### src/rtl/megacart_nvram_xfer.sv
// megacart_nvram_xfer: streams the MegaCart 8K NVRAM image between host and SDRAM, mapping image offsets to CPU addresses
module megacart_nvram_xfer #(
  parameter bit         COMPACT   = 1'b0,
  parameter logic [7:0] FILL_BYTE = 8'hFF
) (
  input  logic        clk,
  input  logic        reset_n,
  input  logic        load_req,
  input  logic        save_req,
  input  logic        abort,
  output logic        busy,
  output logic        cpu_hold,
  output logic        done,
  output logic        aborted,
  input  logic [7:0]  in_data,
  input  logic        in_valid,
  output logic        in_ready,
  output logic [7:0]  out_data,
  output logic        out_valid,
  input  logic        out_ready,
  output logic        mem_req,
  output logic        mem_wr_n,
  output logic        mem_nvram_sel,
  output logic [15:0] mem_addr,
  output logic [7:0]  mem_wdata,
  input  logic [7:0]  mem_rdata,
  input  logic        mem_ack
);
  typedef enum logic [2:0] {IDLE, LD_WAIT, LD_WR, SV_RD, SV_OUT, FINISH} state_t;
  localparam logic [12:0] LAST = COMPACT ? 13'd5119 : 13'd8191;
  state_t state, state_nx;
  logic [12:0] offs, offs_nx;
  logic [15:0] map_addr;
  logic [7:0] wdata_nx, odata_nx;
  logic abort_q, abort_q_nx, aborted_nx, mapped, last, stop;
  assign mapped = COMPACT || (offs >= 13'h0400 && offs < 13'h1000) || offs >= 13'h1800;
  // packed image: 3K block at 0x0400, then 2K block at 0x9800 (0x9800 - 3072 = 0x8C00)
  assign map_addr = !COMPACT ? {offs[12] ? 3'b100 : 3'b000, offs}
                  : offs < 13'd3072 ? {3'b000, offs} + 16'h0400 : {3'b000, offs} + 16'h8C00;
  assign last = offs == LAST;
  assign stop = abort | abort_q;
  assign busy = state inside {LD_WAIT, LD_WR, SV_RD, SV_OUT};
  assign cpu_hold = busy;
  assign done = state == FINISH;
  assign in_ready = state == LD_WAIT;
  assign out_valid = state == SV_OUT;
  assign mem_req = state == LD_WR || (state == SV_RD && mapped);
  assign mem_wr_n = state != LD_WR;
  assign mem_nvram_sel = mem_req;
  assign mem_addr = mem_req ? map_addr : '0;
  always_comb begin
    state_nx = state;
    offs_nx = offs;
    abort_q_nx = abort_q | (abort & mem_req);
    aborted_nx = 1'b0;
    wdata_nx = mem_wdata;
    odata_nx = out_data;
    case (state)
      IDLE: begin
        abort_q_nx = 1'b0;
        offs_nx = '0;
        state_nx = load_req ? LD_WAIT : save_req ? SV_RD : IDLE;
      end
      LD_WAIT: begin
        if (abort) begin
          state_nx = IDLE;
          aborted_nx = 1'b1;
        end else if (in_valid && mapped) begin
          wdata_nx = in_data;
          state_nx = LD_WR;
        end else if (in_valid) begin
          state_nx = last ? FINISH : LD_WAIT;
          offs_nx = offs + 13'(!last);
        end
      end
      LD_WR: begin
        if (mem_ack) begin
          state_nx = stop ? IDLE : last ? FINISH : LD_WAIT;
          aborted_nx = stop;
          offs_nx = offs + 13'(!last);
        end
      end
      SV_RD: begin
        // an abort seen during the read is held until the access has been acked
        if (mapped ? mem_ack : 1'b1) begin
          odata_nx = mapped ? mem_rdata : FILL_BYTE;
          state_nx = stop ? IDLE : SV_OUT;
          aborted_nx = stop;
        end
      end
      SV_OUT: begin
        if (abort) begin
          state_nx = IDLE;
          aborted_nx = 1'b1;
        end else if (out_ready) begin
          state_nx = last ? FINISH : SV_RD;
          offs_nx = offs + 13'(!last);
        end
      end
      default: state_nx = IDLE;
    endcase
  end
  always_ff @(posedge clk or negedge reset_n) begin
    if (!reset_n) begin
      state <= IDLE;
      offs <= '0;
      abort_q <= 1'b0;
      aborted <= 1'b0;
      mem_wdata <= '0;
      out_data <= '0;
    end else begin
      state <= state_nx;
      offs <= offs_nx;
      abort_q <= abort_q_nx;
      aborted <= aborted_nx;
      mem_wdata <= wdata_nx;
      out_data <= odata_nx;
    end
  end
endmodule

### config.mk
export PLATFORM = sky130hd
export DESIGN_NAME = megacart_nvram_xfer
export DESIGN_NICKNAME = d
export VERILOG_FILES = /design/src/rtl/megacart_nvram_xfer.sv
export SDC_FILE = /design/constraint.sdc
export NUM_CORES = 1
export LEC_CHECK = 0
export CAP_MARGIN = 20
export CORE_ASPECT_RATIO = 1.2
export CORE_MARGIN = 2
export CORE_UTILIZATION = 43
export CTS_BUF_LIST = sky130_fd_sc_hd__clkbuf_8
export CTS_CLUSTER_DIAMETER = 100
export DETAILED_ROUTE_END_ITERATION = 10
export PLACE_DENSITY = 0.79
export REMOVE_ABC_BUFFERS = 1
export SLEW_MARGIN = 25
export SYNTH_ARGS = -nofsm -noshare
export SYNTH_HDL_FRONTEND = slang
export SYNTH_SLANG_ARGS = --single-unit
export TNS_END_PERCENT = 50
### constraint.sdc
create_clock -name clk -period 2.3 [get_ports clk]
set_clock_uncertainty 0.15 [all_clocks]
set_input_delay 0.46 -clock clk [delete_from_list [all_inputs] [get_ports clk]]
set_output_delay 0.46 -clock clk [all_outputs]
set_load 0.005 [all_outputs]
# Word-level counts from Yosys, hierarchy flattened
# Index checks and enable logic that the tools add are counted.
[classes]
muxes = 30
mul = 0
n_addsub = 1
n_div = 0
bitwise_logic = 4
shifts = 0
order_cmp = 3
n_reduce_logical = 14
n_eq_ne = 16
[op_table]
columns = ["operator", "count"]
rows = [
  ["two-way mux 13 bit", 6],
  ["one-hot mux 13 bit (4 select lines)", 1],
  ["two-way mux 3 bit", 12],
  ["two-way mux 16 bit", 1],
  ["one-hot mux 3 bit (5 select lines)", 1],
  ["adder 13 x 1 -> 13 bit", 1],
  ["equality test 13 bit, second input constant", 1],
  [">= comparator 13 x 11 -> 1 bit, second input constant", 1],
  [">= comparator 13 bit, second input constant", 1],
  ["less-than comparator 13 bit, second input constant", 1],
  ["inequality test 2 bit, second input constant", 5],
  ["two-way mux 8 bit", 1],
  ["nonzero test 4 bit", 2],
  ["AND reduction 7 bit", 1],
  ["equality test 3 x 2 -> 1 bit, second input constant", 2],
  ["equality test 3 bit, second input constant", 2],
  ["inequality test 3 x 2 -> 1 bit, second input constant", 2],
  ["two-way mux 1 bit", 5],
  ["two-way mux 2 bit", 2],
  ["inequality test 2 x 1 -> 1 bit, second input constant", 2],
  ["inequality test 4 x 3 -> 1 bit, second input constant", 1],
  ["AND reduction 4 bit", 1],
  ["equality test 3 x 1 -> 1 bit, second input constant", 1],
  ["logical AND 1 bit", 3],
  ["other kinds (10)", 12],
]
[totals]
reg_bits = 34
mem_bits_rw = 0
romBits = 0
word_cells = 74
output_inout_bits = 41
latch_bits = 0
n_memories = 0

# Longest topological paths before layout
# Gate-level depths: netlist of the first run.
[logic_depth]
ltp_word = 8
mapped_depth = 9

# Least setup slack after synthesis of the first run
# OpenSTA, ideal clock, no wires.
[synth_timing]
kind = "register to output"
startpoint = "register state[0]"
endpoint = "output port cpu_hold"
path_slack_ns = 0.124
t_required_ns = 1.690
arrival_ns = 1.566
stages_incl_launch_ff = 6
cell_sequence = "dfrtp_1 > clkbuf_1 > nor3_1 > clkbuf_1 > nor2_1 > buf_4"
[synth_between]
elab_chain_len = 2
elab_cells_between_ends = 5
[synth_lines]
columns = ["element", "line", "rtl"]
rows = [
  ["start: declaration", "31", "state_t state, state_nx;"],
  ["start signal: assignment", "112", "state <= state_nx;"],
  ["equality test 3 x 1 -> 1 bit, or another cell as far along", "42", "assign busy = state inside {LD_WAIT, LD_WR, SV_RD, SV_OUT};"],
  ["nonzero test 4 bit (*)", "42", ""],
  ["end: declaration", "12", "output logic cpu_hold,"],
]
# Every way passes the cells marked *; elsewhere a longest branch is shown, timed or not.

# Worst setup path in the final report of the first run
[layout_timing]
startpoint = "register offs[11]"
endpoint = "register offs[7]"
[layout_between]
elab_chain_len = 7
elab_cells_between_ends = 18
[layout_lines]
columns = ["element", "line", "rtl"]
rows = [
  ["start: declaration", "32", "logic [12:0] offs, offs_nx;"],
  ["start signal: assignment", "113", "offs <= offs_nx;"],
  ["equality test 13 bit", "40", "assign last = offs == LAST;"],
  ["zero test 1 bit", "73, 80, 97", ""],
  ["adder 13 x 1 -> 13 bit", "73, 80, 97", ""],
  ["two-way mux 13 bit", "71", "end else if (in_valid) begin"],
  ["two-way mux 13 bit", "68", "end else if (in_valid && mapped) begin"],
  ["two-way mux 13 bit", "65", "if (abort) begin"],
  ["one-hot mux 13 bit (4 select lines)", "58", "case (state)"],
]
# Parallel ways exist; a longest one is shown, timed or not. The select of a mux whose other input is x is not followed.
# A chain may end at the register's enable or synchronous reset.

==> impl_metrics.json, run 1 <==
{
  "synth-compound-area-share": 0.193,
  "violations": "negative setup slack",
  "syn_area_per_cell_um2": 9.20,
  "cp.arrival_ns": 2.48,
  "peakVddDrop_v": 0.000427,
  "setup_viol": 10,
  "design_area_um2": 3100,
  "grt_start_max_net_pins": 35,
  "reg2reg_depth": 10,
  "ys_ff_latch": 34,
  "fin_crit_sh": 1.05,
  "drive_gt1_frac": 0.314,
  "synth_seq_area_share": 0.432,
  "dr.pass1.iters": 6,
  "slew_headroom": 0.567,
  "die-height_um": 78.1,
  "top_layer": "met4",
  "power_density_nw_per_um2": 839,
  "wl_per_cell_um": 15.8,
  "nFillCells": 320,
  "ys_warn_count": 0,
  "ant_nets": 0,
  "clk_pin_slew_ns": 0.07,
  "insertion_delay_ns": 0.29,
  "placedInstanceArea_um2": 2830,
  "swShare": 0.373,
  "coreArea_um2": 4330,
  "antenna_cells": 0,
  "startpoint_type": "flop",
  "r2r_slack_ns": -0.11,
  "internal-power_mw": 1.63,
  "grt_overflow": 0,
  "clock-sinks": 34,
  "pwr-share-clk": 0.178,
  "wl_met1_mm": 2.31,
  "gp_congestion": 0.917,
  "root_buffer": "clkbuf_8",
  "worst-setup-path-type": "flop to flop",
  "setup.worst_path.start": "offs[11]",
  "fp.dieW_um": 65.8,
  "hold_depth": 1,
  "ctsHoldBuffers": 0,
  "cp-endpoint": "offs[7]",
  "drt-vias-per-instance": 5.49,
  "cellLeakagePower_nw": 1.38,
  "r2r-end": "offs[7]",
  "max_freq_mhz": 415,
  "synth_cell_type_count": 45,
  "synth_adder_area_share": 0.0127,
  "start_util": 0.455,
  "areaGrowthSynthToFinish_pct": 57.6,
  "slew_viol_final": 0,
  "hold_viol": 0,
  "track_usage": 0.231,
  "combPwrFrac": 0.513,
  "maxCapViolCount": 0,
  "drt_iter0_drc": 141,
  "dr_wl_met3_um": 417,
  "endpoint_kind": "flop",
  "via_count": 2019,
  "drcViolationCount": 0,
  "grt_pass1_vias": 1933,
  "num_rows": 26,
  "yosys.area.top_type": "dfrtp_1",
  "synth_top_cell_area_share": 0.432,
  "outcome": "finished, violations left",
  "synth_mux_area_frac": 0.0457,
  "period_needed_ns": 2.41,
  "synthSimpleGateAreaFrac": 0.253,
  "syn_area_um2": 1970,
  "grt_pass1_wl_mm": 9.14,
  "synth-edff-count": 0,
  "hold_path_class": "flop to flop",
  "io_pins": 65,
  "dr_wl_met2_mm": 2.96,
  "finalPower_mw": 2.60,
  "die_area_um2": 5140,
  "synthTopCellsByArea": "dfrtp_1 43%, mux2_1 4.6%, or4_1 4.2%, a21oi_1 3.8%, and2_1 3.8%",
  "routed_wl_mm": 5.82,
  "p_seq_frac": 0.309,
  "portBuffers": 62,
  "yosysMostFrequentCell": "dfrtp_1",
  "htree_levels": 2,
  "synthXorXnorAreaFrac": 0,
  "ys.flop_type": "dfrtp_1",
  "netlist_instances": 214,
  "rsz0062_at_grt": "true",
  "crit_fanout": 4,
  "worstMarginPinSlew_ns": 0.648,
  "dp_slack_ns": -0.195,
  "nNetsFinal": 337,
  "cts_max_path_buffers": 2,
  "critical_path_required_ns": 2.37,
  "synthArstFlopShare": 1.00,
  "numCtsBuffers": 5,
  "cts_tree": "yes",
  "power.switching_uw": 970,
  "antenna_found_initial": 0,
  "synth_top_family_by_area": "simple AND/OR/NAND/NOR gates",
  "synthTopCellsByCount": "34 x dfrtp_1, 20 x nor2_1, 15 x a21oi_1, 15 x o21ai_1, 13 x nand2_1",
  "worst_slack_ns": -0.108,
  "r2r_start": "offs[11]",
  "dp_hpwl_mm": 3.88
}
-- sequential cells by signal (all words and copies together), names as in the netlist --
| signal | count |
|---|---|
| state | 3 |
| offs | 13 |
| mem_wdata | 8 |
| out_data | 8 |
| abort_q | 1 |
| aborted | 1 |
-- metrics by stage --
step	hold WS, ns	instances	utilization	setup TNS [ns]
2_1_floorplan	0.0144	198	-	-1.62
3_3_place_gp	0.317	350	0.655	-1.18
3_5_place_dp	0.324	350	0.655	-2.02
4_1_cts	0.339	366	0.700	-1.01
5_1_grt	0.350	368	0.717	-1.56
6_report	0.339	368	0.717	-0.389
-- worst max-delay path: stages (launching register included) --
cell and delay (ns):
dfrtp_1 0.41, buf_6 0.14, nand4_1 0.10, nor2_2 0.06, nand4_1 0.14, ha_2 0.20
buf_4 0.11, and4_4 0.23, nand4_1 0.11, or4_4 0.55, a21oi_2 0.14
-- layout by cell type, fill, tap and decap left out, types with 10 or more instances in the layout --
cell	netlist	final
a21oi_1	15	12
buf_4	5	33
buf_6	2	15
clkdlybuf4s50_1	0	41
dfrtp_1	34	33
nand2_1	13	13
nor2_1	20	19
o21ai_1	15	15
o31ai_1	10	10
-- layer usage --
layer,up-vias,GRT usage
met5,-,0
li1,974,-
met1,954,0.273
met3,15,0.0602
met4,0,0.0958
met2,76,0.391
-- cell type report --
cell class / instances / area, um^2 / area share
Sequential cell: 34 / 852 / 0.274
Inverter: 4 / 17.5 / 0.00564
Clock buffer: 6 / 82.6 / 0.0266
Multi-Input combinational cell: 160 / 1120 / 0.360
Tap cell: 56 / 70.1 / 0.0226
Clock inverter: 2 / 12.5 / 0.00403
Timing Repair Buffer: 106 / 953 / 0.307
-- timing repair --
item,CTS,global route
pin swaps,2,15
gates resized for setup,67,40
endpoints found under the setup margin,23,33
setup buffers,7,4
gates cloned,1,0
-- cell families (layout without fill, tap and decap cells) --
kind of cell	count (synthesis)	in the layout
flops	34	34
compound gates	60	60
fa+ha+maj	2	2
mux	8	8
simple gates	88	88
buf+inv	21	118
other cells	1	2
-- how the worst min path moves through the flow --
stage	startpoint	end	slack, ns
after global routing	mem_wdata[0]	mem_wdata[0]	0.35
after detailed placement	mem_wdata[3]	mem_wdata[3]	0.32
after floorplan	reset_n	abort_q	0.01
after global placement	mem_wdata[5]	mem_wdata[5]	0.32
after CTS	mem_wdata[3]	mem_wdata[3]	0.34
final	mem_wdata[1]	mem_wdata[1]	0.34
-- power by group through the flow --
stage                     clock, mW  sequential [mW]  combinational, mW
final                         0.464            0.803               1.34
after detailed placement          0            0.805               1.19
after global placement            0            0.795               1.16
after global routing          0.510            0.816               1.45
after floorplan                   0            0.847              0.470
after CTS                     0.476            0.799               1.28
Note: power is estimated with default switching activity, not from simulation.
==> run 2: changes to the inputs <==
--- a/config.mk
+++ b/config.mk
@@ -6,14 +6,12 @@
 export NUM_CORES = 1
 export LEC_CHECK = 0
 export CAP_MARGIN = 20
-export CORE_ASPECT_RATIO = 1.2
-export CORE_MARGIN = 2
+export CORE_MARGIN = 4
 export CORE_UTILIZATION = 43
 export CTS_BUF_LIST = sky130_fd_sc_hd__clkbuf_8
 export CTS_CLUSTER_DIAMETER = 100
 export DETAILED_ROUTE_END_ITERATION = 10
 export PLACE_DENSITY = 0.79
-export REMOVE_ABC_BUFFERS = 1
 export SLEW_MARGIN = 25
 export SYNTH_ARGS = -nofsm -noshare
 export SYNTH_HDL_FRONTEND = slang
==> impl_metrics.json, run 2 (synthesis results as in run 1) <==
{
  "outcome": "finished, violations left",
  "violations": "negative setup slack",
  "fp.dieW_um": 75.7,
  "ctsHoldBuffers": 0,
  "finalPower_mw": 2.83,
  "antenna_found_initial": 0,
  "num_rows": 24,
  "r2r_start": "offs[12]",
  "nNetsFinal": 337,
  "critical_path_required_ns": 1.69,
  "areaGrowthSynthToFinish_pct": 59.4,
  "top_regs": "offs x13, mem_wdata x8, out_data x8",
  "dr.pass1.iters": 4,
  "antenna_cells": 0,
  "final_cell_mix": "41 x clkdlybuf4s50_1, 35 x buf_4, 33 x dfrtp_1, 19 x nor2_1, 15 x o21ai_1",
  "io_pins": 65,
  "maxCapViolCount": 0,
  "clock-sinks": 34,
  "root_buffer": "clkbuf_8",
  "mostFrequentLayoutCell": "clkdlybuf4s50_1",
  "track_usage": 0.216,
  "grt_pass1_wl_mm": 9.32,
  "grt_start_max_net_pins": 35,
  "gp_congestion": 0.982,
  "drive_gt1_frac": 0.314,
  "worst_slack_ns": -0.0773,
  "insertion_delay_ns": 0.30,
  "period_needed_ns": 2.38,
  "die_area_um2": 5730,
  "crit_fanout": 4,
  "via_count": 2010,
  "hold_viol": 0,
  "startpoint_type": "flop",
  "endpoint_kind": "primary output",
  "slew_viol_final": 0,
  "clk_pin_slew_ns": 0.07,
  "r2r-end": "offs[7]",
  "drt_iter0_drc": 232,
  "power_density_nw_per_um2": 900,
  "worstMarginPinSlew_ns": 0.560,
  "setup.worst_path.start": "offs[12]",
  "largest_register": "offs",
  "nFillCells": 324,
  "placedInstanceArea_um2": 2810,
  "cts_tree": "yes",
  "hold_path_class": "flop to flop",
  "portBuffers": 62,
  "grt_pass1_vias": 1964,
  "cp-endpoint": "mem_addr[4]",
  "routed_wl_mm": 5.82,
  "rsz0062_at_grt": "true",
  "setup_viol": 8,
  "wl_per_cell_um": 16.0,
  "start_util": 0.449,
  "htree_levels": 2,
  "coreArea_um2": 4380,
  "numCtsBuffers": 5,
  "largest_reg_flops": 13,
  "design_area_um2": 3140,
  "drcViolationCount": 0,
  "slew_headroom": 0.626,
  "peakVddDrop_v": 0.000730,
  "cp.arrival_ns": 1.77,
  "regArea_um2": 852,
  "fin_crit_sh": 1.03,
  "whs_ns": 0.336,
  "reg2reg_depth": 9,
  "dp_hpwl_mm": 3.87,
  "drt-vias-per-instance": 5.52,
  "cellLeakagePower_nw": 1.40,
  "cts_max_path_buffers": 2,
  "grt_overflow": 0,
  "r2r_slack_ns": 0,
  "max_freq_mhz": 421,
  "multiInputGateArea_um2": 1110,
  "ant_nets": 0,
  "worst-setup-path-type": "flop to primary output",
  "finish.utilization": 0.716,
  "die-height_um": 75.7
}
run 2: area by class of cell:
cell class,count,share of cell area
multi-input cells,160,0.355
repair buffers,106,0.303
flip-flops and latches,34,0.271
clock buffers,6,0.0263
well taps,52,0.0207
clock inverters,2,0.0191
inverters,4,0.00478
run 2: metal layers:
layer,part of all wire,vias up,global-route usage
li1,-,972,-
met4,0.0093,0,0.0563
met1,0.40,952,0.265
met3,0.073,8,0.0528
met5,0,-,0
met2,0.51,78,0.380
run 2: how the worst min path moves through the flow:
| stage | startpoint | end | cells after the start |
|---|---|---|---|
| final | mem_wdata[0] | mem_wdata[0] | 1 |
| after CTS | mem_wdata[0] | mem_wdata[0] | 1 |
| after global placement | mem_wdata[4] | mem_wdata[4] | 1 |
| after detailed placement | mem_wdata[0] | mem_wdata[0] | 1 |
| after floorplan | reset_n | abort_q | 0 |
| after global routing | out_data[5] | out_data[5] | 2 |
run 2: repair_timing:
| action | 4_1_cts | 5_1_grt |
|---|---|---|
| buffers inserted | 8 | 3 |
| cloned | 1 | 0 |
| endpoints found under the setup margin | 24 | 28 |
| pin swaps | 2 | 8 |
| gates resized for setup | 53 | 46 |
run 2: worst max-delay path, cell delays in order (launching register included):
cell and delay (ns):
dfrtp_1 0.39, nand2b_4 0.16, a311oi_4 0.30, buf_6 0.15, buf_6 0.10, buf_6 0.09
buf_6 0.08, and2_4 0.12, buf_6 0.08
run 2: metrics by stage:
stage,TNS [ns],instances,setup slack (ns)
3_5_place_dp,-1.54,344,-0.179
3_3_place_gp,-0.965,344,-0.128
6_report,-0.231,364,-0.0773
4_1_cts,-0.452,361,-0.157
5_1_grt,-1.71,364,-0.153
2_1_floorplan,0,215,0.124
run 2: power by group:
group / internal [mW] / switching (mW)
clock: 0.462 / 0.228
sequential: 0.725 / 0.0777
combinational: 0.666 / 0.666
total: 1.85 / 0.972
==> run 3: changes to the inputs <==
--- a/config.mk
+++ b/config.mk
@@ -6,14 +6,16 @@
 export NUM_CORES = 1
 export LEC_CHECK = 0
 export CAP_MARGIN = 20
+export CELL_PAD_IN_SITES_DETAIL_PLACEMENT = 1
+export CELL_PAD_IN_SITES_GLOBAL_PLACEMENT = 1
 export CORE_MARGIN = 4
-export CORE_UTILIZATION = 43
+export CORE_UTILIZATION = 31
 export CTS_BUF_LIST = sky130_fd_sc_hd__clkbuf_8
 export CTS_CLUSTER_DIAMETER = 100
 export DETAILED_ROUTE_END_ITERATION = 10
-export PLACE_DENSITY = 0.79
+export PLACE_DENSITY_LB_ADDON = 0.1
 export SLEW_MARGIN = 25
 export SYNTH_ARGS = -nofsm -noshare
 export SYNTH_HDL_FRONTEND = slang
 export SYNTH_SLANG_ARGS = --single-unit
-export TNS_END_PERCENT = 50
+export TNS_END_PERCENT = 5
==> constraint.sdc (replaced) <==
create_clock -name clk -period 2.3 [get_ports clk]
set_clock_uncertainty 0.15 [all_clocks]
set_input_delay 0.46 -clock clk [delete_from_list [all_inputs] [get_ports clk]]
set_output_delay 0.46 -clock clk [all_outputs]
set_load 0.05 [all_outputs]
==> impl_metrics.json, run 3 (synthesis results as in run 1) <==
{
  "setup.worst_path.start": "offs[12]",
  "power_density_nw_per_um2": 979,
  "period_needed_ns": 2.30,
  "drt_iter0_drc": 38,
  "clk_pin_slew_ns": 0.07,
  "max_freq_mhz": 435,
  "final_cell_mix": "40 x clkdlybuf4s50_1, 33 x buf_4, 31 x dfrtp_1, 20 x buf_12, 19 x nor2_1",
  "cp-endpoint": "mem_addr[8]",
  "worst_slack_ns": 0.00221,
  "r2r_slack_ns": 0.05,
  "rsz0062_at_grt": "true",
  "hold_path_class": "flop to flop",
  "cp_slowest_cell": "dfrtp_1",
  "drive_gt1_frac": 0.333,
  "root_buffer": "clkbuf_8",
  "wl_per_cell_um": 16.6,
  "ctsHoldBuffers": 0,
  "grt_start_max_net_pins": 35,
  "endpoint_kind": "primary output",
  "dp_slack_ns": -0.216,
  "startpoint_type": "flop",
  "num_rows": 28,
  "htree_levels": 2,
  "io_pins": 65,
  "regArea_um2": 855,
  "worstMarginPinSlew_ns": 0.623,
  "dp_hpwl_mm": 4.61,
  "worst-setup-path-type": "flop to primary output",
  "coreArea_um2": 6030,
  "grt_overflow": 0,
  "insertion_delay_ns": 0.28,
  "cellLeakagePower_nw": 1.36,
  "finalPower_mw": 3.19,
  "r2r_start": "offs[7]",
  "fin_crit_sh": 0.999,
  "maxCapViolCount": 0,
  "largest_reg_flops": 13,
  "cpPeakStageDelay_ns": 0.41,
  "peakVddDrop_v": 0.000595,
  "hold_depth": 1,
  "track_usage": 0.172,
  "routed_wl_mm": 6.21,
  "die-height_um": 87.7,
  "drt-vias-per-instance": 5.20,
  "cts_tree": "yes",
  "dr.pass1.iters": 4,
  "nFillCells": 653,
  "portBuffers": 62,
  "r2r-end": "offs[7]",
  "ant_nets": 0,
  "drcViolationCount": 0,
  "antenna_cells": 0,
  "clock-sinks": 34,
  "top_regs": "offs x13, mem_wdata x8, out_data x8",
  "areaGrowthSynthToFinish_pct": 65.6,
  "reg2reg_depth": 9,
  "critical_path_required_ns": 1.69,
  "cp.arrival_ns": 1.69,
  "nNetsFinal": 326,
  "gp_congestion": 0.823,
  "crit_fanout": 7,
  "setup_viol": 0,
  "grt_pass1_vias": 2045,
  "slew_headroom": 0.583,
  "largest_register": "offs",
  "path_cells": "nand2b_4 -> a311oi_4 -> buf_4 -> and2_4 -> buf_12",
  "antenna_found_initial": 0,
  "hold_viol": 0,
  "multiInputGateArea_um2": 1110,
  "grt_pass1_wl_mm": 10.3,
  "via_count": 1949,
  "numCtsBuffers": 5,
  "slew_viol_final": 0,
  "outcome": "complete, no violations",
  "die_area_um2": 7690,
  "start_util": 0.327,
  "mostFrequentLayoutCell": "clkdlybuf4s50_1",
  "cts_max_path_buffers": 2,
  "fp.dieW_um": 87.7
}
-- run 3: cell types whose count changed in the layout (fill, tap and decap cells not counted), moves of 3 or more --
| cell | change |
|---|---|
| and2_1 | -8 |
| and2_4 | +8 |
| buf_12 | +19 |
| buf_2 | -5 |
| buf_6 | -10 |
| clkbuf_2 | -5 |
| dlygate4sd2_1 | -3 |
-- run 3: how the worst min path moves through the flow --
stage                   endpoint          from  slack, ns
CTS                  out_data[3]   out_data[3]       0.34
detailed placement  mem_wdata[3]  mem_wdata[3]       0.33
finish              mem_wdata[0]  mem_wdata[0]       0.34
floorplan                abort_q       reset_n       0.01
global placement     out_data[6]   out_data[6]       0.32
global route        mem_wdata[3]  mem_wdata[3]       0.35
-- run 3: timing repair --
action                     4_1_cts  5_1_grt
setup buffers                    1        1
gates cloned                     1        0
pin swaps                        2        9
setup endpoints to repair       18       29
gates resized for setup         18       18
-- run 3: cell type report --
cell class,count,area share
Clock buffer,6,0.0253
Clock inverter,1,0.00921
Tap cell,75,0.0288
Sequential cell,34,0.262
Timing Repair Buffer,95,0.328
Inverter,4,0.00460
Multi-Input combinational cell,160,0.342
-- run 3: metal layers --
layer,vias to the layer above,wire length (um),track usage,part of all wire
met4,0,103,0.0642,0.017
met1,953,2730,0.222,0.44
li1,941,-,-,-
met3,9,278,0.0339,0.045
met5,-,0,0,0
met2,46,3100,0.284,0.50
-- run 3: power breakdown --
part	switching [mW]	internal [mW]
Clock	0.209	0.347
Sequential	0.113	0.729
Combinational	1.13	0.663
-- run 3: through the flow --
stage	utilization	cell area, um^2	TNS (ns)	std cells	hold slack (ns)
after floorplan	-	1980	-3.90	215	0.0144
after global placement	0.500	3010	-1.45	365	0.319
after detailed placement	0.500	3010	-1.96	365	0.327
after CTS	0.531	3200	-0.154	374	0.343
after global routing	0.541	3260	-1.34	375	0.348
final	0.541	3260	0	375	0.339
-- run 3: critical path: cells and delay by family (launching register included) --
family / cells / cell delay (ns)
buffers and inverters: 2 / 0.37
AO/OA/AOI/OAI: 1 / 0.30
flip-flops: 1 / 0.41
AND/OR/NAND/NOR: 2 / 0.33
